`src/rtl/ysyx_arb_pkg.sv`:
```
// Shared encodings and widths for the IF/LSU memory arbiter.
package ysyx_arb_pkg;
  // Core word length; address and data buses are sized from it.
  localparam int X_LEN      = 64;
  localparam int ARB_ADDR_W = X_LEN;
  localparam int ARB_DATA_W = X_LEN;
  localparam int ARB_MASK_W = ARB_DATA_W / 8;
  localparam int STREAK_W   = 4;

  typedef enum logic [1:0] {
    IDLE = 2'd0,
    REQ  = 2'd1,
    RESP = 2'd2
  } arb_state_e;

  typedef enum logic {
    OWN_IF  = 1'b0,
    OWN_LSU = 1'b1
  } arb_owner_e;
endpackage

```
`src/rtl/ysyx_arb_pick.sv`:
```
// Combinational grant selection between IF and LSU.
// ARB_ROUND_ROBIN_EN selects alternating tie-break instead of LSU priority with streak limit.
module ysyx_arb_pick
  import ysyx_arb_pkg::*;
`ifndef ARB_ROUND_ROBIN_EN
#(
  parameter int MAX_LSU_STREAK = 4
)
`endif
(
  input  logic                i_if_valid,
  input  logic                i_lsu_valid,
`ifdef ARB_ROUND_ROBIN_EN
  input  logic                i_last_lsu,
`else
  input  logic [STREAK_W-1:0] i_streak,
`endif
  output logic                o_grant_if,
  output logic                o_grant_lsu
);

  logic w_tie_lsu;

`ifdef ARB_ROUND_ROBIN_EN
  assign w_tie_lsu = ~i_last_lsu;
`else
  localparam logic [STREAK_W-1:0] LP_MAX = STREAK_W'(MAX_LSU_STREAK);
  // IF is forced once LSU has won MAX_LSU_STREAK ties in a row.
  assign w_tie_lsu = (i_streak != LP_MAX);
`endif

  assign o_grant_lsu = i_lsu_valid & (~i_if_valid | w_tie_lsu);
  assign o_grant_if  = i_if_valid & ~o_grant_lsu;

endmodule

```
`src/rtl/ysyx_mem_arbiter.sv`:
```
// Single-outstanding arbiter sharing the memory port between IF and LSU.
// Optional build macro: ARB_ROUND_ROBIN_EN (alternating tie-break).
module ysyx_mem_arbiter
  import ysyx_arb_pkg::*;
#(
  parameter int ADDR_W         = ARB_ADDR_W,
  parameter int DATA_W         = ARB_DATA_W,
  parameter int MAX_LSU_STREAK = 4
) (
  input  logic                clk,
  input  logic                rst,
  input  logic                if_req_valid,
  output logic                if_req_ready,
  input  logic [ADDR_W-1:0]   if_req_addr,
  output logic                if_resp_valid,
  input  logic                if_resp_ready,
  output logic [DATA_W-1:0]   if_resp_rdata,
  input  logic                lsu_req_valid,
  output logic                lsu_req_ready,
  input  logic [ADDR_W-1:0]   lsu_req_addr,
  input  logic                lsu_req_wen,
  input  logic [DATA_W-1:0]   lsu_req_wdata,
  input  logic [DATA_W/8-1:0] lsu_req_wmask,
  output logic                lsu_resp_valid,
  input  logic                lsu_resp_ready,
  output logic [DATA_W-1:0]   lsu_resp_rdata,
  output logic                mem_req_valid,
  input  logic                mem_req_ready,
  output logic [ADDR_W-1:0]   mem_req_addr,
  output logic                mem_req_wen,
  output logic [DATA_W-1:0]   mem_req_wdata,
  output logic [DATA_W/8-1:0] mem_req_wmask,
  input  logic                mem_resp_valid,
  output logic                mem_resp_ready,
  input  logic [DATA_W-1:0]   mem_resp_rdata,
  output logic                busy,
  output logic                owner
);

  arb_state_e           r_state;
  arb_state_e           w_next;
  arb_owner_e           r_owner;
  logic [ADDR_W-1:0]    r_addr;
  logic                 r_wen;
  logic [DATA_W-1:0]    r_wdata;
  logic [DATA_W/8-1:0]  r_wmask;
  logic                 w_grant_if;
  logic                 w_grant_lsu;
  logic                 w_hs_if;
  logic                 w_hs_lsu;
  logic                 w_owner_rdy;

`ifdef ARB_ROUND_ROBIN_EN
  logic r_last_lsu;

  ysyx_arb_pick u_pick (
    .i_if_valid  (if_req_valid),
    .i_lsu_valid (lsu_req_valid),
    .i_last_lsu  (r_last_lsu),
    .o_grant_if  (w_grant_if),
    .o_grant_lsu (w_grant_lsu)
  );

  // Last-owner starts as LSU so IF wins the first tie.
  always_ff @(posedge clk or negedge rst) begin
    if (!rst) begin
      r_last_lsu <= 1'b1;
    end else if (w_hs_if || w_hs_lsu) begin
      r_last_lsu <= w_hs_lsu;
    end
  end
`else
  localparam logic [STREAK_W-1:0] LP_MAX = STREAK_W'(MAX_LSU_STREAK);
  logic [STREAK_W-1:0] r_streak;

  ysyx_arb_pick #(
    .MAX_LSU_STREAK (MAX_LSU_STREAK)
  ) u_pick (
    .i_if_valid  (if_req_valid),
    .i_lsu_valid (lsu_req_valid),
    .i_streak    (r_streak),
    .o_grant_if  (w_grant_if),
    .o_grant_lsu (w_grant_lsu)
  );

  // Counts LSU wins while IF is waiting; any uncontested grant restarts it.
  always_ff @(posedge clk or negedge rst) begin
    if (!rst) begin
      r_streak <= '0;
    end else if (w_hs_lsu) begin
      if (!if_req_valid)          r_streak <= '0;
      else if (r_streak != LP_MAX) r_streak <= r_streak + 4'd1;
    end else if (w_hs_if) begin
      r_streak <= '0;
    end
  end
`endif

  assign w_hs_if     = (r_state == IDLE) & w_grant_if;
  assign w_hs_lsu    = (r_state == IDLE) & w_grant_lsu;
  assign w_owner_rdy = (r_owner == OWN_LSU) ? lsu_resp_ready : if_resp_ready;

  always_ff @(posedge clk or negedge rst) begin
    if (!rst) r_state <= IDLE;
    else      r_state <= w_next;
  end

  always_comb begin
    w_next = r_state;
    case (r_state)
      IDLE:    if (w_hs_if || w_hs_lsu)            w_next = REQ;
      REQ:     if (mem_req_ready)                  w_next = RESP;
      RESP:    if (mem_resp_valid && w_owner_rdy)  w_next = IDLE;
      default:                                     w_next = IDLE;
    endcase
  end

  // Request readies are gated by rst so nothing looks accepted during reset.
  always_comb begin
    if_req_ready   = 1'b0;
    lsu_req_ready  = 1'b0;
    mem_req_valid  = 1'b0;
    mem_resp_ready = 1'b0;
    if_resp_valid  = 1'b0;
    lsu_resp_valid = 1'b0;
    case (r_state)
      IDLE: begin
        if_req_ready  = rst & w_grant_if;
        lsu_req_ready = rst & w_grant_lsu;
      end
      REQ:  mem_req_valid = 1'b1;
      RESP: begin
        mem_resp_ready = w_owner_rdy;
        if_resp_valid  = (r_owner == OWN_IF)  & mem_resp_valid;
        lsu_resp_valid = (r_owner == OWN_LSU) & mem_resp_valid;
      end
      default: ;
    endcase
  end

  always_ff @(posedge clk or negedge rst) begin
    if (!rst) begin
      r_owner <= OWN_IF;
      r_addr  <= '0;
      r_wen   <= 1'b0;
      r_wdata <= '0;
      r_wmask <= '0;
    end else if (w_hs_lsu) begin
      r_owner <= OWN_LSU;
      r_addr  <= lsu_req_addr;
      r_wen   <= lsu_req_wen;
      r_wdata <= lsu_req_wdata;
      r_wmask <= lsu_req_wmask;
    end else if (w_hs_if) begin
      r_owner <= OWN_IF;
      r_addr  <= if_req_addr;
      r_wen   <= 1'b0;
      r_wdata <= '0;
      r_wmask <= '0;
    end
  end

  assign mem_req_addr   = r_addr;
  assign mem_req_wen    = r_wen;
  assign mem_req_wdata  = r_wdata;
  assign mem_req_wmask  = r_wmask;
  assign if_resp_rdata  = mem_resp_rdata;
  assign lsu_resp_rdata = mem_resp_rdata;
  assign busy           = (r_state != IDLE);
  assign owner          = r_owner;

endmodule

```
`config.mk`:
```
export PLATFORM = sky130hd
export DESIGN_NAME = ysyx_mem_arbiter
export DESIGN_NICKNAME = d
export VERILOG_FILES = /design/src/rtl/ysyx_arb_pkg.sv /design/src/rtl/ysyx_arb_pick.sv /design/src/rtl/ysyx_mem_arbiter.sv
export SDC_FILE = /design/constraint.sdc
export NUM_CORES = 1
export LEC_CHECK = 0
export BUFFER_PORTS_ARGS = -buffer_cell sky130_fd_sc_hd__buf_2
export CELL_PAD_IN_SITES_DETAIL_PLACEMENT = 1
export CELL_PAD_IN_SITES_GLOBAL_PLACEMENT = 1
export CORE_AREA = 2 2 211 213
export CTS_BUF_LIST = sky130_fd_sc_hd__clkbuf_4 sky130_fd_sc_hd__clkbuf_8
export DETAILED_ROUTE_END_ITERATION = 10
export DIE_AREA = 0 0 213 215
export PLACE_DENSITY = 0.63
export SLEW_MARGIN = 20
export SYNTH_ARGS = -nofsm -noshare
export SYNTH_HDL_FRONTEND = slang
export SYNTH_SLANG_ARGS = --single-unit
```
`constraint.sdc`:
```
create_clock -name clk -period 1.77 [get_ports clk]
set_clock_uncertainty 0.05 [all_clocks]
set_input_delay 0.0885 -clock clk [delete_from_list [all_inputs] [get_ports clk]]
set_output_delay 0.0885 -clock clk [all_outputs]
set_load 0.02 [all_outputs]
```
==> flow_summary_export.csv <==
group,metric,value,unit
placed_design,dpl.hpwl,19700,microns
floorplanning,die_y,215,microns
global_route,grt_start_max_net_pins,77,
placed_design,post_dp_cell_area,9070,sq um
detailed_routing,viasPerCell,4.19,
timing,rsz0062_at_grt,"true",
logic_synthesis,synth-simple-area-share,8.14,%
finish,drive_gt1_share,46.5,%
timing,finalCriticalPeriod,2.10,ns
detailed_routing,vias,7472,
critical_path,crit_required,1.63,ns
logic_synthesis,yosysSeqAreaShare,48.9,%
cts,clk_pin_slew,0.10,ns
cts,numCtsBuffers,17,
logic_synthesis,synth_edf_count,0,
timing,clock.fmax,476,MHz
logic_synthesis,synthDistinctLibCells,30,
logic_synthesis,synth_top_area_cell,"dfrtp_1",
global_route,grt_pass1_wl,49100,microns
logic_synthesis,synthCells,703,
global_route,grt_pass1_vias,8358,
logic_synthesis,synthXorXnorAreaFrac,0,%
timing,period_share,119,%
timing,fin_ws,-0.330,ns
logic_synthesis,async_reset_ff_share,100,%
power_and_ir_drop,leakagePower,0.00587,uW
cts,cts_tree,"yes",
placed_design,place.gp.congestion,0.737,
critical_path,cp-end-kind,"primary output",
critical_path,crit_type,"reg -> out",
status,violations,"setup timing",
floorplanning,dieArea,45800,sq um
logic_synthesis,synth_compound_area_share,24.2,%
finish,syn2layout_area_growth,71.3,%
floorplanning,initial_core_util,16.9,%
logic_synthesis,synth_mux_area_share,0.289,%
critical_path,worstPathArrival,1.96,ns
global_route,antenna_found_initial,3,
logic_synthesis,yosysWarnings,0,
floorplanning,top_level_ports,546,
floorplanning,die_w,213,microns
placed_design,port_buffers,353,
detailed_routing,ant_nets,0,
power_and_ir_drop,irDropWorstVdd,0.896,mV
finish,fillers,4998,
status,status,"finished with violations",
logic_synthesis,avgSynthCellArea,10.5,sq um
timing,tightestPinTransition,0.819,ns
cts,cts_root_buf,"clkbuf_8",
logic_synthesis,syn_nets,978,
cts,clk_latency,0.53,ns
floorplanning,coreArea,43600,sq um
detailed_routing,drc_errors,0,
timing,slew_headroom,45.2,%
logic_synthesis,synthAdderAreaFrac,0.340,%
logic_synthesis,yosys-top-cells-area,"dfrtp_1 49%, buf_4 14%, a22o_1 8.7%, nor2_1 6.6%, a221oi_2 6.1%",
timing,drv_slew,0,
cts,h-tree-depth,4,
critical_path,critPathLaunchType,"flip-flop",
timing,hold_viol,0,
finish,mostFrequentLayoutCells,"345 x buf_2, 207 x dlygate4sd3_1, 143 x dfrtp_1, 129 x nor2_1, 73 x a22o_1",
finish,final_common_cell,"buf_2",
finish,design_area,12600,sq um
critical_path,crit_fanout,2,
timing,tns,-11.49,ns
run,drv_cap,0,
placed_design,dpl_worst_slack,-0.115,ns
detailed_routing,wl,34500,microns
detailed_routing,initialDrtViolationCount,440,
logic_synthesis,synth-seq-cells,144,
power_and_ir_drop,p_per_area,1580,nW/um^2
detailed_routing,routedWlPerCell,19.3,microns
worst_hold_path,hold_class,"in -> reg",
global_route,grt_usage,14.5,%
logic_synthesis,netlist.area_leader.share,48.9,%
logic_synthesis,netlist_area,7360,sq um
detailed_routing,firstDrtPassIters,4,
finish,nNetsFinal,1454,
cts,clock_path_buffers,2,
floorplanning,row_count,77,
logic_synthesis,synth_top_family_by_area,"compound AO/OA/AOI/OAI gates",
logic_synthesis,ys.flop_type,"dfrtp_1",
timing,hold_ws,0.107,ns
timing,setup_viol,99,
global_route,overflow,0,
cts,cts.sinks,144,
## final cells by class
cell class	count	area, sq um	area share [%]
antenna	2	5.00	0.0397
clock buffer	19	262	2.07
clock inverter	12	134	1.06
inverter	5	31.3	0.248
multi-input combinational	365	2770	22.0
sequential	144	3600	28.6
tap	592	741	5.87
timing repair buffer	646	5060	40.1
## registers in the layout (all words and copies together), names as in the netlist
name and flops:
r_state 2, owner 1, mem_req_wmask 8, mem_req_wen 1, mem_req_wdata 64, r_streak 4
mem_req_addr 64
## timing repair
item,CTS,global route
cloned,6,1
hold buffers,207,0
pin swaps,36,19
buffers inserted,22,19
gates resized for setup,92,44
endpoints found under the setup margin,131,140
endpoints found under the hold margin,288,0
## per-layer routing
layer	part of all wire, %	vias up	global-route usage (%)	routed length (microns)
li1	-	3343	-	-
met1	38	3655	15.5	13300
met2	50	372	24.6	17200
met3	7.5	102	5.09	2590
met4	4.4	0	8.69	1530
met5	0	-	0	0
## cells by family after synthesis
family / Yosys count
muxes: 2
AOI/OAI and AO/OA: 212
adders and majority gates: 2
and+or+nand+nor: 149
buffers and inverters: 194
DFF: 144
## metrics by stage
| stage | util [%] | total power, uW | cells |
|---|---|---|---|
| 6_report | 28.9 | 19900 | 1785 |
| 5_1_grt | 28.9 | 21200 | 1783 |
| 4_1_cts | 28.2 | 19500 | 1770 |
| 3_5_place_dp | 20.8 | 14800 | 1504 |
| 3_3_place_gp | 20.8 | 14700 | 1504 |
| 2_1_floorplan | - | 11700 | 703 |
## critical path, stage by stage, from the launching register on
cell and delay [ns]:
dfrtp_1 0.40, inv_2 0.09, ha_4 0.12, nand4b_1 0.11, buf_4 0.17, o21ai_4 0.08, buf_12 0.15, and3_4 0.18
buf_6 0.11
## synthesized netlist by cell type (all sizes together) (4+ instances only)
cell,instances
inv,5
o21ai,5
nor2,131
a221oi,64
buf,174
a21oi,65
clkbuf,15
dfrtp,144
and3,4
a22o,73
## power breakdown
part / switching, uW / internal, uW
Clock: 1440 / 1320
Combinational: 6520 / 4860
Sequential: 982 / 4770
## path summary, 6_finish.rpt
path | slack, ns | to | depth (start not counted) | startpoint
worst max-delay path | -0.33 | if_req_ready | 8 | r_streak[0]
worst min-delay path | 0.11 | mem_req_addr[22] | 4 | lsu_req_valid
worst max register to register | -0.28 | mem_req_addr[18] | 11 | r_streak[0]
worst min register to register | 0.46 | mem_req_wdata[61] | 1 | mem_req_wdata[61]
max in group asynchronous | 0.34 | mem_req_wdata[41] | 3 | rst
min in group asynchronous | 0.13 | mem_req_wdata[53] | 3 | rst
Note: power is estimated with default switching activity, not from simulation.
